`src/rtl/ym3438_out_accum.sv`:
```
// rtl/ym3438_out_accum.sv - sums 24 MOL/MOR slots per frame into a 16-bit stereo PCM stream.
// YM3438_OUT_FIFO_EN selects a 4-entry output FIFO instead of a single holding register.
module ym3438_out_accum (
  input  logic        MCLK,
  input  logic        RESET,
  input  logic        slot_en,
  input  logic        frame_sync,
  input  logic [8:0]  MOL,
  input  logic [8:0]  MOR,
  output logic [15:0] out_l,
  output logic [15:0] out_r,
  output logic        out_valid,
  input  logic        out_ready,
  input  logic        clr_err,
  output logic        err_slot,
  output logic        err_ovf
);

  logic signed [9:0]  s_l, s_r;
  logic signed [13:0] acc_l, acc_r;
  logic [4:0]         slot_cnt;
  logic               armed;
  logic               sync, push, slot_bad, pop, full, accept, ovf_set;
  logic [15:0]        push_l, push_r;

  assign s_l = $signed({1'b0, MOL}) - 10'sd256;
  assign s_r = $signed({1'b0, MOR}) - 10'sd256;

  assign sync     = slot_en & frame_sync;
  assign push     = sync & armed & (slot_cnt == 5'd24);
  assign slot_bad = sync & armed & (slot_cnt != 5'd24);
  assign push_l   = {acc_l, 2'b00};
  assign push_r   = {acc_r, 2'b00};

  assign pop     = out_valid & out_ready;
  assign accept  = push & (~full | pop);
  assign ovf_set = push & full & ~pop;

  // A frame_sync restarts the sum with the current slot; slots before the first sync are ignored.
  always_ff @(posedge MCLK or posedge RESET) begin
    if (RESET) begin
      acc_l    <= '0;
      acc_r    <= '0;
      slot_cnt <= '0;
      armed    <= 1'b0;
    end else if (slot_en) begin
      if (frame_sync) begin
        acc_l    <= {{4{s_l[9]}}, s_l};
        acc_r    <= {{4{s_r[9]}}, s_r};
        slot_cnt <= 5'd1;
        armed    <= 1'b1;
      end else if (armed) begin
        acc_l <= acc_l + {{4{s_l[9]}}, s_l};
        acc_r <= acc_r + {{4{s_r[9]}}, s_r};
        if (slot_cnt != 5'd31) slot_cnt <= slot_cnt + 5'd1;
      end
    end
  end

  always_ff @(posedge MCLK or posedge RESET) begin
    if (RESET) begin
      err_slot <= 1'b0;
      err_ovf  <= 1'b0;
    end else begin
      err_slot <= slot_bad | (err_slot & ~clr_err);
      err_ovf  <= ovf_set | (err_ovf & ~clr_err);
    end
  end

`ifdef YM3438_OUT_FIFO_EN
  logic [15:0] mem_l [4];
  logic [15:0] mem_r [4];
  logic [1:0]  wr_ptr, rd_ptr;
  logic [2:0]  count;

  assign full      = (count == 3'd4);
  assign out_valid = (count != 3'd0);
  assign out_l     = mem_l[rd_ptr];
  assign out_r     = mem_r[rd_ptr];

  // Entries are cleared on reset so the head reads as zero while the FIFO is empty.
  always_ff @(posedge MCLK or posedge RESET) begin
    if (RESET) begin
      for (int i = 0; i < 4; i++) begin
        mem_l[i] <= '0;
        mem_r[i] <= '0;
      end
      wr_ptr <= '0;
      rd_ptr <= '0;
      count  <= '0;
    end else begin
      if (accept) begin
        mem_l[wr_ptr] <= push_l;
        mem_r[wr_ptr] <= push_r;
        wr_ptr        <= wr_ptr + 2'd1;
      end
      if (pop) rd_ptr <= rd_ptr + 2'd1;
      count <= count + {2'b00, accept} - {2'b00, pop};
    end
  end
`else
  assign full = out_valid;

  always_ff @(posedge MCLK or posedge RESET) begin
    if (RESET) begin
      out_l     <= '0;
      out_r     <= '0;
      out_valid <= 1'b0;
    end else if (accept) begin
      out_l     <= push_l;
      out_r     <= push_r;
      out_valid <= 1'b1;
    end else if (pop) begin
      out_valid <= 1'b0;
    end
  end
`endif

endmodule

```
`config.mk`:
```
export PLATFORM = sky130hd
export DESIGN_NAME = ym3438_out_accum
export DESIGN_NICKNAME = d
export VERILOG_FILES = /design/src/rtl/ym3438_out_accum.sv
export SDC_FILE = /design/constraint.sdc
export NUM_CORES = 1
export LEC_CHECK = 0
export CAP_MARGIN = 20
export CORE_MARGIN = 10
export CORE_UTILIZATION = 45
export DETAILED_ROUTE_END_ITERATION = 12
export GPL_ROUTABILITY_DRIVEN = 1
export GPL_TIMING_DRIVEN = 0
export PLACE_DENSITY = 0.68
export SLEW_MARGIN = 20
export SYNTH_ARGS = -nofsm -noshare
export SYNTH_HDL_FRONTEND = slang
export SYNTH_SLANG_ARGS = --single-unit
```
`constraint.sdc`:
```
create_clock -name MCLK -period 2.4 [get_ports MCLK]
set_input_delay 0.24 -clock MCLK [delete_from_list [all_inputs] [get_ports MCLK]]
set_output_delay 0.24 -clock MCLK [all_outputs]
set_load 0.01 [all_outputs]
```
==> results.toml <==
[yosys]
synth_edf_count = 0
synth_area_mm2 = 0.00402
yosys.cell_types.count = 45
synthXorXnorAreaFrac_pct = 2.61
synthTopCellsByArea = "dfrtp_1, ha_1, mux2_2, o21ai_0, a21oi_1"
async_flop_share_pct = 100
yosys.area_share.simple_pct = 12.3
synth_top_family_by_area = "compound AO/OA/AOI/OAI gates"
ys.flop_type = "dfrtp_1"
syn_avg_cell_area_um2 = 9.71
ys_top_cells_by_count = "dfrtp_1, nand2_1, o21ai_0, a21oi_1, ha_1"
synth_top_area_share_pct = 40.5
yosysTopAreaCell = "dfrtp_1"
synth_most_common_cell = "dfrtp_1"
synth-compound-area-share_pct = 19.8
synth_seq_cells = 65
syn_inst = 414
yosysWarnings = 0
ys_seq_area_share_pct = 40.5
synth_mux_area_share_pct = 10.8
synthAdderAreaFrac_pct = 10.0

[final_layout]
diodes = 0
final_cells = 594
area_growth_syn_to_layout_pct = 24.2
nNetsFinal = 536
final_util_pct = 57.2
final_layout_size_suffix_gt1_share_pct = 15.2
postLayoutCellArea_mm2 = 0.00499

[pwr]
p_leak_nw = 2.32
p_per_area_mw_per_mm2 = 772
ir_drop_mv = 0.376
finalPower_mw = 3.86

[route]
drt-pass1-iter-count = 4
postRouteAntennaNets = 0
first_iter_violations = 116
post-route-drc-count = 0
vias = 3377
wl_per_cell_um = 16.5
routed_via_density = 5.69
drt-total-wl_mm = 9.82

[critical_path]
crit_fanout = 8
endpoint_kind = "flip-flop"
cp.depth = 9
r2r_slack_ps = 160
reg2reg_to = "acc_l[10]$_DFFE_PP0P_"
timing.rr.start = "acc_l[0]$_DFFE_PP0P_"
crit_chain = "clkdlybuf4s50_1 > inv_2 > ha_2 > a21o_1 > a221oi_2 > o31ai_2 > a2111oi_2 > o21ai_1 > o211ai_1"
cp.required_ps = 2660
cp_slowest_cell = "clkdlybuf4s50_1"
slowest_delay_ps = 490
reg2reg_depth = 8
cp-start-kind = "input pin"
critPathArrivalTime_ps = 2500
critPathTopFamily = "compound AO/OA/AOI/OAI gates"
worstSetupPathType = "in2reg"
crit_buf_inv = 2

[sta]
worst_clock_skew_ps = 14.2
finalSetupViolCount = 0
slew_viol_final = 0
period_minus_slack_ps = 2240
setup_slack_ps = 160
maxSlewHeadroom_pct = 54.7
hold_violations = 0
finalCritPeriodShare_pct = 93.3
fin_setup_tns_ps = 0
tightestPinTransition_ps = 680
fmax_mhz = 446
worst_hold_slack_ps = 206

[floorplan]
coreArea_mm2 = 0.00872
row_count = 34
die_x_um = 115
die_area_mm2 = 0.0131
die_h_um = 115
pin_count = 59
start_util_pct = 46.1

[clock_tree]
clk_pin_slew_ps = 80
insertion_delay_ps = 350
cts.htree.levels = 3
root_buffer = "clkbuf_8"
ctsHoldBuffers = 0
cts_tree = "built"
cts_max_path_buffers = 2
cts_num_sinks = 65
post-cts-setup-buffers = 0
cts_buffers = 9

[global_routing]
grt_pass1_wl_mm = 16.6
grt_pass1_vias = 3386
grt.total_usage_pct = 15.4
antenna_found_initial = 0
grt_overflow = 0
grt_max_degree = 41

[run_status]
outcome = "completed"

[placement]
dpl.cell_count = 578
gp_congestion = 0.897
placed_area_mm2 = 0.00471
place_ws_ps = -374
portBuffers = 52
place_hpwl_mm = 7.29

[min_path]
min_path_type = "in2async"

[run]
maxCapViolCount = 0
[flip-flops by register name, indices dropped and copies added (netlist names)]
| signal | count |
|---|---|
| acc_l | 14 |
| acc_r | 14 |
| armed | 1 |
| err_ovf | 1 |
| err_slot | 1 |
| out_l | 14 |
| out_r | 14 |
| out_valid | 1 |
| slot_cnt | 5 |
[worst max-delay path by stage]
stage,slack (ps),endpoint,from
2_1_floorplan,250,acc_r[12]$_DFFE_PP0P_,acc_r[0]$_DFFE_PP0P_
3_3_place_gp,-630,out_l[12]$_DFFE_PP0P_,RESET
3_5_place_dp,-370,acc_r[12]$_DFFE_PP0P_,MOR[0]
4_1_cts,30,acc_r[13]$_DFFE_PP0P_,MOR[8]
5_1_grt,-0.3,acc_r[13]$_DFFE_PP0P_,MOR[8]
6_report,160,acc_r[13]$_DFFE_PP0P_,MOR[8]
[kinds of logic (layout without fill, tap and decap cells)]
family / count (synthesis) / in the layout
mux: 40 / 40
fa+ha+maj: 31 / 31
compound gates: 125 / 125
other cells: 1 / 4
buf+inv: 33 / 102
simple gates: 107 / 107
xor+xnor: 12 / 12
flops: 65 / 65
[worst reg2reg max path, stage by stage (launching register included)]
cell,delay (ps)
dfrtp_1,400
ha_1,240
fa_2,390
a211oi_2,280
o21bai_2,140
a211oi_2,260
o21bai_1,130
mux2i_1,190
nand3_1,90
[power breakdown]
part / total (mW) / leakage, nW / switching, mW / internal, mW
combinational: 1.35 / 1.36 / 0.721 / 0.626
clock: 1.13 / 0.118 / 0.441 / 0.691
sequential: 1.38 / 0.843 / 0.139 / 1.24
[layer usage]
metal | vias up | track usage [%] | wire length (um)
li1 | 1642 | - | -
met1 | 1619 | 20.4 | 4500
met2 | 101 | 23.8 | 4470
met3 | 15 | 4.30 | 721
met4 | 0 | 5.01 | 141
met5 | - | 0 | 0
[cell type report]
type	count	area [um^2]
fill	756	3730
multi-input combinational	319	2300
sequential	65	1630
timing repair buffer	53	541
tap	108	135
clock buffer	11	131
buffer	21	110
clock inverter	5	104
inverter	12	47.5
[placed cells by master (no fill, tap or decap), drive strengths merged, types with 2 or more instances in the layout]
cell and n:
dfrtp 65, clkdlybuf4s50 52, o21ai 38, nand2 33, a21oi 29, ha 29, mux2 28, nor2 24
nand3 19, buf 18, a21o 17, clkbuf 15, a211oi 14, mux2i 12, xnor2 12, inv 12
nor3 11, and3 11, a31oi 7, o21bai 5, conb 4, nor2b 3, o211ai 3, bufinv 3
nand4 2, o22ai 2, fa 2, clkinv 2
[repair_timing]
item	4_1_cts	5_1_grt
setup endpoints to repair	2	4
pin swaps	0	2
gates resized for setup	2	9
No activity file was read; power rests on OpenSTA's default activity.
